==> config.mk <==
export PLATFORM = sky130hd
export DESIGN_NAME = sd_sector_copier
export DESIGN_NICKNAME = d
export VERILOG_FILES = /design/src/rtl/sd_sector_copier.sv
export SDC_FILE = /design/constraint.sdc
export NUM_CORES = 1
export LEC_CHECK = 0
export ABC_AREA = 1
export CAP_MARGIN = 20
export CORE_UTILIZATION = 45
export CTS_CLUSTER_SIZE = 30
export DETAILED_ROUTE_END_ITERATION = 10
export PLACE_DENSITY = 0.8
export SLEW_MARGIN = 30
export SYNTH_ARGS = -nofsm -noshare
export SYNTH_HDL_FRONTEND = slang
export SYNTH_SLANG_ARGS = --single-unit
==> constraint.sdc <==
create_clock -name iCLK -period 1.8 [get_ports iCLK]
set_input_delay 0.36 -clock iCLK [delete_from_list [all_inputs] [get_ports iCLK]]
set_output_delay 0.36 -clock iCLK [all_outputs]
set_load 0.03 [all_outputs]
==> src/rtl/sd_sector_copier.sv <==
// sd_sector_copier
//
// Moves N consecutive SD-card sectors into RAM with no CPU involvement.
// For each sector it writes the card address to the SD interface command
// register, reads that register back to launch the transfer, polls the status
// register until the 128-word sector buffer is full, then copies the buffer
// word by word to a destination region through a stallable memory port.
//
// Optional build macro: SD_COPY_CHECKSUM_EN adds oChecksum, the running
// mod-2^32 sum of every word written to memory.
//
// Ports
//   iCLK, Reset            clock; synchronous active-high reset
//   iStart                 one-cycle start pulse, ignored while oBusy
//   iCardAddr/iDstAddr     first card address / destination byte address
//   iSectorCount           number of sectors (0 completes at once)
//   oBusy, oDone, oError   status; oDone is a one-cycle pulse, oError is
//                          a sticky timeout flag cleared by the next start
//   oSD*                   SD bus master (read/write strobes, address, data)
//   iSDReadData            SD bus read data
//   oMem*                  memory write master
//   iMemWait               memory stall
//   oDbgState              current FSM state, for debug visibility
//   oChecksum              (SD_COPY_CHECKSUM_EN only) running data sum
//
// Bus semantics: every strobe is a single-cycle request that the slave takes
// on the rising edge where it is high. The SD side never stalls. A memory
// write is presented with oMemWriteEnable and is accepted on the first edge
// where iMemWait is low; until then address and data are held unchanged.
// SD and memory strobes are never high together.

module sd_sector_copier #(
    parameter logic [31:0] SD_CMD_ADDR  = 32'hFFFF0250,
    parameter logic [31:0] SD_CTRL_ADDR = 32'hFFFF0254,
    parameter logic [31:0] SD_BUF_BASE  = 32'hFFFF0050,
    parameter logic [31:0] SECTOR_STEP  = 32'd512,
    parameter logic [23:0] TIMEOUT      = 24'd1048575
) (
    input  logic        iCLK,
    input  logic        Reset,
    input  logic        iStart,
    input  logic [31:0] iCardAddr,
    input  logic [31:0] iDstAddr,
    input  logic [15:0] iSectorCount,
    output logic        oBusy,
    output logic        oDone,
    output logic        oError,
    output logic        oSDReadEnable,
    output logic        oSDWriteEnable,
    output logic [31:0] oSDAddress,
    output logic [31:0] oSDWriteData,
    input  logic [31:0] iSDReadData,
    output logic        oMemWriteEnable,
    output logic [31:0] oMemAddress,
    output logic [31:0] oMemWriteData,
    input  logic        iMemWait,
`ifdef SD_COPY_CHECKSUM_EN
    output logic [31:0] oChecksum,
`endif
    output logic [2:0]  oDbgState
);

    typedef enum logic [2:0] {
        S_IDLE      = 3'd0,
        S_ISSUE     = 3'd1,
        S_WAIT_DONE = 3'd2,
        S_COPY_RD   = 3'd3,
        S_COPY_WR   = 3'd4,
        S_NEXT      = 3'd5
    } state_t;

    state_t      state_q, state_d;
    logic [31:0] card_q, card_d;       // card address of the current sector
    logic [31:0] ptr_q, ptr_d;         // running destination pointer
    logic [15:0] remain_q, remain_d;   // sectors still to copy
    logic [6:0]  idx_q, idx_d;         // word index within the sector
    logic [23:0] tmo_q, tmo_d;         // wait-state cycle counter
    logic        first_q, first_d;     // first cycle of ISSUE or COPY_WR
    logic [31:0] wdata_q, wdata_d;     // captured buffer word
    logic        done_q, done_d;
    logic        err_q, err_d;
    logic [31:0] mem_wdata;
`ifdef SD_COPY_CHECKSUM_EN
    logic [31:0] csum_q, csum_d;
`endif

    always_ff @(posedge iCLK) begin
        if (Reset) begin
            state_q  <= S_IDLE;
            card_q   <= '0;
            ptr_q    <= '0;
            remain_q <= '0;
            idx_q    <= '0;
            tmo_q    <= '0;
            first_q  <= 1'b0;
            wdata_q  <= '0;
            done_q   <= 1'b0;
            err_q    <= 1'b0;
`ifdef SD_COPY_CHECKSUM_EN
            csum_q   <= '0;
`endif
        end else begin
            state_q  <= state_d;
            card_q   <= card_d;
            ptr_q    <= ptr_d;
            remain_q <= remain_d;
            idx_q    <= idx_d;
            tmo_q    <= tmo_d;
            first_q  <= first_d;
            wdata_q  <= wdata_d;
            done_q   <= done_d;
            err_q    <= err_d;
`ifdef SD_COPY_CHECKSUM_EN
            csum_q   <= csum_d;
`endif
        end
    end

    // The buffer word arrives on iSDReadData in the first COPY_WR cycle; it is
    // forwarded directly then and taken from the capture register while stalled.
    assign mem_wdata = first_q ? iSDReadData : wdata_q;

    always_comb begin
        state_d         = state_q;
        card_d          = card_q;
        ptr_d           = ptr_q;
        remain_d        = remain_q;
        idx_d           = idx_q;
        tmo_d           = tmo_q;
        first_d         = first_q;
        wdata_d         = wdata_q;
        done_d          = 1'b0;
        err_d           = err_q;
`ifdef SD_COPY_CHECKSUM_EN
        csum_d          = csum_q;
`endif
        oSDReadEnable   = 1'b0;
        oSDWriteEnable  = 1'b0;
        oSDAddress      = '0;
        oSDWriteData    = '0;
        oMemWriteEnable = 1'b0;
        oMemAddress     = '0;
        oMemWriteData   = '0;

        case (state_q)
            S_IDLE: begin
                if (iStart) begin
                    card_d   = iCardAddr;
                    ptr_d    = iDstAddr;
                    remain_d = iSectorCount;
                    idx_d    = '0;
                    err_d    = 1'b0;
`ifdef SD_COPY_CHECKSUM_EN
                    csum_d   = '0;
`endif
                    if (iSectorCount == 16'd0) begin
                        done_d = 1'b1;
                    end else begin
                        state_d = S_ISSUE;
                        first_d = 1'b1;
                        tmo_d   = '0;
                    end
                end
            end

            S_ISSUE: begin
                // Write the card address, then read the command register back
                // until the interface reports busy (transfer under way).
                oSDAddress = SD_CMD_ADDR;
                if (first_q) begin
                    oSDWriteEnable = 1'b1;
                    oSDWriteData   = card_q;
                    first_d        = 1'b0;
                    tmo_d          = tmo_q + 24'd1;
                end else begin
                    oSDReadEnable = 1'b1;
                    if (iSDReadData != 32'd0) begin
                        state_d = S_WAIT_DONE;
                        tmo_d   = '0;
                    end else if (tmo_q == TIMEOUT) begin
                        state_d = S_IDLE;
                        err_d   = 1'b1;
                    end else begin
                        tmo_d = tmo_q + 24'd1;
                    end
                end
            end

            S_WAIT_DONE: begin
                oSDReadEnable = 1'b1;
                oSDAddress    = SD_CTRL_ADDR;
                if (iSDReadData[3:0] == 4'd0) begin
                    state_d = S_COPY_RD;
                    idx_d   = '0;
                end else if (tmo_q == TIMEOUT) begin
                    state_d = S_IDLE;
                    err_d   = 1'b1;
                end else begin
                    tmo_d = tmo_q + 24'd1;
                end
            end

            S_COPY_RD: begin
                oSDReadEnable = 1'b1;
                oSDAddress    = SD_BUF_BASE + {23'd0, idx_q, 2'b00};
                state_d       = S_COPY_WR;
                first_d       = 1'b1;
            end

            S_COPY_WR: begin
                oMemWriteEnable = 1'b1;
                oMemAddress     = ptr_q;
                oMemWriteData   = mem_wdata;
                wdata_d         = mem_wdata;
                first_d         = 1'b0;
                if (!iMemWait) begin
                    ptr_d = ptr_q + 32'd4;
                    idx_d = idx_q + 7'd1;   // wraps to 0 after word 127
`ifdef SD_COPY_CHECKSUM_EN
                    csum_d = csum_q + mem_wdata;
`endif
                    state_d = (idx_q == 7'd127) ? S_NEXT : S_COPY_RD;
                end
            end

            S_NEXT: begin
                card_d   = card_q + SECTOR_STEP;
                remain_d = remain_q - 16'd1;
                if (remain_q == 16'd1) begin
                    state_d = S_IDLE;
                    done_d  = 1'b1;
                end else begin
                    state_d = S_ISSUE;
                    first_d = 1'b1;
                    tmo_d   = '0;
                end
            end

            default: state_d = S_IDLE;
        endcase
    end

    assign oBusy     = (state_q != S_IDLE);
    assign oDone     = done_q;
    assign oError    = err_q;
    assign oDbgState = state_q;
`ifdef SD_COPY_CHECKSUM_EN
    assign oChecksum = csum_q;
`endif

endmodule
==> metrics.yaml, run 1 <==
outcome:
  status: "finished, violations left"
  failed_checks: "negative setup slack"
yosys:
  yosysMostFrequentCell: "nand2_1"
  syn_inst: 1587
  yosys-top-cells-count: "nand2_1 (411), nor2_1 (201), inv_1 (182), a21oi_1 (160), dfxtp_1 (149)"
  synth_top_cell_area_share: 0.3084
  synth_area_leaders: "dfxtp_1 (31%), nand2_1 (16%), a21oi_1 (8.3%), nor2_1 (7.8%), inv_1 (7.1%)"
  synth_cell_types: 50
  yosys.area.top_type: "dfxtp_1"
  yosysWarnings: 0
  synth_edf_count: 0
  ys_ff_latch: 149
  synthFlopType: "dfxtp_1"
  ys_seq_area_frac: 0.3084
  async_flop_share: 0
  postSynthAreaPerCell_um2: 6.094
  syn_area_mm2: 0.009671
critical_path:
  required_ns: 2.11
  rr_worst_depth: 15
  r2r_slack_ns: -0.61
  start_kind: "flop"
  path_max_fanout: 6
  path_class: "reg -> reg"
  end_kind: "flop"
  worstPathArrival_ns: 2.72
sta:
  fin_crit_sh: 1.336
  setup_viol: 230
  final_hold_viol_count: 0
  min_period_ns: 2.405
  rsz0062_at_grt: "true"
  layout_setup_ws_ns: -0.6052
  max_freq_mhz: 415.8
  fin_skew_ns: 0.01293
  finalMaxSlewViolations: 0
die:
  core_area_mm2: 0.02102
  fp.dieH_um: 148.6
  die-area_mm2: 0.02208
  num_io_pins: 253
  num_rows: 53
  die_x_um: 148.6
  start_util: 0.4600
final_layout:
  area_growth_pct: 75.15
  nets: 2123
  fillers: 1183
  design_area_mm2: 0.01694
  fin_cells: 2289
  drive_above_1_share: 0.3284
cts:
  postCtsHoldBufs: 0
  cts_max_level: 4
  ctsRootBufferMaster: "clkbuf_16"
  cts_tree: "built"
  ctsLongestPathBuffers: 2
  insertion_delay_ns: 0.44
  cts-buffers-inserted: 17
  clock_sinks: 149
  clkTransAtPathRegs_ns: 0.07
placement:
  portBuffers: 244
  place.gp.congestion: 0.9459
  place_area_mm2: 0.01372
  place_inst: 2164
  dp_slack_ns: -0.5074
  dpl.hpwl_um: 24540
pwr:
  peakVddDrop_mv: 0.9045
  powerDensity_mw_per_mm2: 1202
  leakage_nw: 6.682
drt:
  met2WireLength_um: 22510
  vias_per_cell: 6.097
  drt_pre_antenna_iters: 8
  route.detailed.drc: 0
  routed-wl-met3_um: 5770
  routed_wl_um: 48040
  drt_iter0_drc: 1510
  ant_nets: 0
  wl_per_cell_um: 20.99
  met1_length_um: 16120
  highest_layer: "met4"
  num_vias: 13960
global_routing:
  grt_max_degree: 54
  globalRouteOverflowTotal: 0
  grt_usage: 0.3692
  antenna_found_initial: 1
  grt_first_pass_wirelength_um: 64710
  first_global_vias: 12780
job:
  cap_violations: 0
worst_hold_path:
  min_path_type: "in -> reg"
  hold_path_depth: 3
## critical path, cell delays in order, from the launching register on
cell	delay (ns)
dfxtp_4	0.36
buf_4	0.15
nor2_4	0.05
buf_4	0.13
inv_2	0.08
nor2_4	0.06
buf_6	0.12
nand2_4	0.07
buf_4	0.12
nand2_4	0.06
nor2_4	0.27
buf_6	0.19
nand2_2	0.08
nor2_1	0.12
o21ai_1	0.10
nor2_1	0.31
## cells by family (layout without fill, tap and decap cells)
group,Yosys count,in the layout,synth area share
and+or+nand+nor,824,824,0.3668
AOI/OAI and AO/OA,305,305,0.1752
buffers and inverters,290,709,0.1302
DFF,149,149,0.3084
xor gates and xnor gates,11,11,0.009962
adders and majority gates,7,7,0.009056
other,1,9,0.0003878
## metrics by stage
stage / total power [W] / TNS [ns] / hold slack [ns] / utilization
final: 0.02035 / -55.21 / 0.4072 / 0.8057
after global routing: 0.02103 / -66.91 / 0.4131 / 0.8057
after CTS: 0.01783 / -31.32 / 0.4038 / 0.7614
after detailed placement: 0.01292 / -14.91 / 0.4551 / 0.6528
after global placement: 0.01277 / -11.84 / 0.4346 / 0.6528
after floorplan: 0.009921 / -2.308 / 0.4403 / -
## timing repair
item | CTS | global route
hold endpoints to repair | 0 | 0
endpoints found under the setup margin | 153 | 230
gates cloned | 17 | 8
resized for setup | 273 | 166
buffers inserted | 35 | 40
pin swaps | 18 | 58
## final timing paths
check / startpoint / to
worst max-delay path: oDbgState[0] / tmo_q[18]
worst min-delay path: Reset / card_q[26]
worst max register to register: oDbgState[0] / tmo_q[18]
worst min register to register: tmo_q[22] / tmo_q[22]
## cells in the final DEF, fill, tap and decap left out, drive strengths merged, types with 3 or more instances in the layout
cell	n
dlygate4sd2	4
nor4	6
nand4	24
conb	8
clkinvlp	5
dfxtp	149
clkdlybuf4s50	115
nand3	109
nor3	39
bufbuf	4
nor2	219
o21ai	68
a21boi	4
a31oi	31
xor2	10
buf	349
o211ai	17
o21a	4
nand2	420
a21oi	160
or2	3
clkbuf	23
ha	7
inv	205
a22oi	6
## sequential cells by signal, indices dropped and copies added, names as in the netlist
register	flops
card_q	32
ptr_q	32
wdata_q	32
tmo_q	24
remain_q	16
idx_q	7
oDbgState	3
first_q	1
oDone	1
oError	1
## cell type report
cell class / count / area (um2) / area share
Sequential cell: 149 / 3009 / 0.1777
Antenna cell: 1 / 2.502 / 0.0001477
Inverter: 196 / 800.8 / 0.04728
Clock inverter: 15 / 181.4 / 0.01071
Timing Repair Buffer: 478 / 5199 / 0.3069
Multi-Input combinational cell: 1155 / 6950 / 0.4104
Tap cell: 275 / 344.1 / 0.02031
Clock buffer: 17 / 425.4 / 0.02512
Timing Repair inverter: 3 / 25.02 / 0.001477
## power breakdown
part | internal, W | total (W) | switching (W)
Clock | 0.00211 | 0.00383 | 0.00172
Sequential | 0.00397 | 0.00466 | 0.000694
Combinational | 0.00485 | 0.0119 | 0.00701
Total | 0.0109 | 0.0204 | 0.00942
## metal layers
| metal | global-route usage | up-vias |
|---|---|---|
| met2 | 0.6276 | 1257 |
| met5 | 0 | - |
| met3 | 0.08589 | 352 |
| met4 | 0.2093 | 0 |
| met1 | 0.4246 | 6362 |
| li1 | - | 5984 |
(Power assumes the default switching activity.)
==> run 2, diff against run 1 <==
--- a/config.mk
+++ b/config.mk
@@ -12,3 +12,5 @@
 export DETAILED_ROUTE_END_ITERATION = 10
+export GPL_ROUTABILITY_DRIVEN = 0
 export PLACE_DENSITY = 0.8
+export SETUP_SLACK_MARGIN = 0.3
 export SLEW_MARGIN = 30
==> constraint.sdc (replaced) <==
create_clock -name iCLK -period 1.8 [get_ports iCLK]
set_input_delay 0.27 -clock iCLK [delete_from_list [all_inputs] [get_ports iCLK]]
set_output_delay 0.27 -clock iCLK [all_outputs]
set_load 0.03 [all_outputs]
==> metrics.yaml, run 2 (synthesis gave the netlist of run 1 again) <==
sta:
  fin_crit_sh: 1.188  # -0.1485
  rsz0062_at_grt: "true"
  fin_tns_setup_ns: -43.50  # +11.72 ns
  worstMarginPinSlew_ns: 0.6304
  min_period_ns: 2.138  # -0.2673 ns
  finalMaxSlewViolations: 0  # unchanged
  fin_skew_ns: 0.02100  # +0.008070 ns
  layout_setup_ws_ns: -0.3380  # +0.2673 ns
  slew_headroom: 0.5797
  final_hold_viol_count: 0  # unchanged
  setup_viol: 240  # +4.3%
  max_freq_mhz: 467.7  # +13%
  whs_ns: 0.3982  # -0.008960 ns
global_routing:
  grt_usage: 0.3511  # -0.01809
  busiest_layer: "met2"
  grt_use_met2: 0.6206  # -0.007009
  grt_max_degree: 101  # +87%
  grt_first_pass_wirelength_um: 61510  # -4.9%
  grt_use_met3: 0.08865  # +0.002761
  use_met1: 0.3833  # -0.04126
  antenna_found_initial: 0  # -1
  globalRouteOverflowTotal: 0  # unchanged
  first_global_vias: 12470  # -2.4%
drt:
  drt_pre_antenna_iters: 8  # unchanged
  wl_per_cell_um: 19.15  # -8.7%
  vias_per_cell: 5.832  # -4.3%
  drt_iter0_drc: 1505  # -0.33%
  num_vias: 13370  # -4.2%
  ant_nets: 0  # unchanged
  routed_wl_um: 43920  # -8.6%
  route.detailed.drc: 0  # unchanged
final_layout:
  drive_above_1_share: 0.3717  # +0.04329
  nets: 2128  # +0.24%
  fin_cells: 2293  # +0.17%
  layout_commonest_cell: "nand2_1"
  fillers: 1141  # -3.6%
  area_growth_pct: 80.58
  mostFrequentLayoutCells: "nand2_1 (353), inv_1 (173), buf_4 (162)"
  diodes: 0  # -1
  reg_top3: "card_q x32, ptr_q x32, wdata_q x32"
job:
  cap_violations: 0  # unchanged
critical_path:
  slowest_stage: "dfxtp_4"
  worstPathArrival_ns: 2.48  # -0.24 ns
  path_cells: "buf_6, buf_6, nor2_4, inv_2, nor2_4, nand2_2, buf_6, nand4_1, buf_4, clkbuf_16, nand2_4, nand2_2, o21ai_2, inv_1"
  path_max_fanout: 5  # -1
  crit_family: "buffers and inverters"
  required_ns: 2.14  # +0.03 ns
  path_class: "reg -> reg"
  critical_path.max_stage_delay_ns: 0.38  # +0.02 ns
  cp.buffers_inverters: 7  # +1
  critPathMostFrequentCell: "buf_6"
  end_kind: "flop"
  start_kind: "flop"
pwr:
  peakVddDrop_mv: 0.9627  # +6.4%
  leakage_nw: 6.897  # +3.2%
  powerDensity_mw_per_mm2: 1246  # +3.7%
die:
  num_rows: 53  # unchanged
  die_x_um: 148.6  # unchanged
  die-area_mm2: 0.02208  # unchanged
  fp.dieH_um: 148.6  # unchanged
  core_area_mm2: 0.02102  # unchanged
  start_util: 0.4600  # unchanged
  num_io_pins: 253  # unchanged
cts:
  cts_tree: "built"
  cts_max_level: 4  # unchanged
  clock_sinks: 149  # unchanged
  ctsLongestPathBuffers: 2  # unchanged
  ctsRootBufferMaster: "clkbuf_16"
  insertion_delay_ns: 0.45  # about the same
  clkTransAtPathRegs_ns: 0.07  # about the same
  cts-buffers-inserted: 17  # unchanged
placement:
  dpl.hpwl_um: 23190  # -5.5%
  portBuffers: 244  # unchanged
  place_inst: 2139  # -1.2%
outcome:
  failed_checks: "negative setup slack"
  status: "finished, violations left"
worst_hold_path:
  min_path_type: "in -> reg"
## run 2: tightest hold or removal path, cell delays in order
cell and delay, ns:
buf_4 0.12, buf_12 0.23, nor2_1 0.15
## run 2: where the power goes
part	internal [W]	switching [W]	total, W
Combinational	0.00555	0.00755	0.0131
Clock	0.00240	0.00155	0.00395
Sequential	0.00398	0.000725	0.00471
## run 2: through the flow
step	power [W]	cell area (um2)	util	setup WS, ns
4_1_cts	0.02019	16630	0.7910	-0.2116
3_3_place_gp	0.01270	13790	0.6559	-0.2975
2_1_floorplan	0.01049	10840	-	0.03586
3_5_place_dp	0.01283	13790	0.6559	-0.3825
5_1_grt	0.02248	17460	0.8307	-0.3836
6_report	0.02176	17460	0.8307	-0.3380
## run 2: final timing paths
path,from,end,slack (ns),cells past startpoint
hold reg to reg,oError,oError,0.44,2
setup / recovery,oDbgState[0],tmo_q[14],-0.34,14
hold / removal,Reset,ptr_q[2],0.40,3
setup reg to reg,oDbgState[0],tmo_q[14],-0.34,14
## run 2: area by class of cell
type / instances / area, um2 / area share
Timing Repair Buffer: 479 / 5229 / 0.2994
Tap cell: 275 / 344.1 / 0.01970
Inverter: 196 / 824.5 / 0.04722
Multi-Input combinational cell: 1157 / 7367 / 0.4219
Clock buffer: 21 / 460.4 / 0.02637
Timing Repair inverter: 5 / 55.05 / 0.003153
Sequential cell: 149 / 3010 / 0.1724
Clock inverter: 11 / 172.7 / 0.009888
## run 2: what timing repair did
item,CTS,global route
setup endpoints to repair,273,248
resized for setup,382,131
hold buffers,0,0
pin swaps,75,33
setup buffers,62,33
cloned,22,5
## run 2: per-layer routing
| layer | vias to the layer above | wire length [um] |
|---|---|---|
| met5 | - | 0 |
| met4 | 0 | 2746 |
| met3 | 287 | 4613 |
| met2 | 927 | 21320 |
| met1 | 6188 | 15240 |
| li1 | 5971 | - |
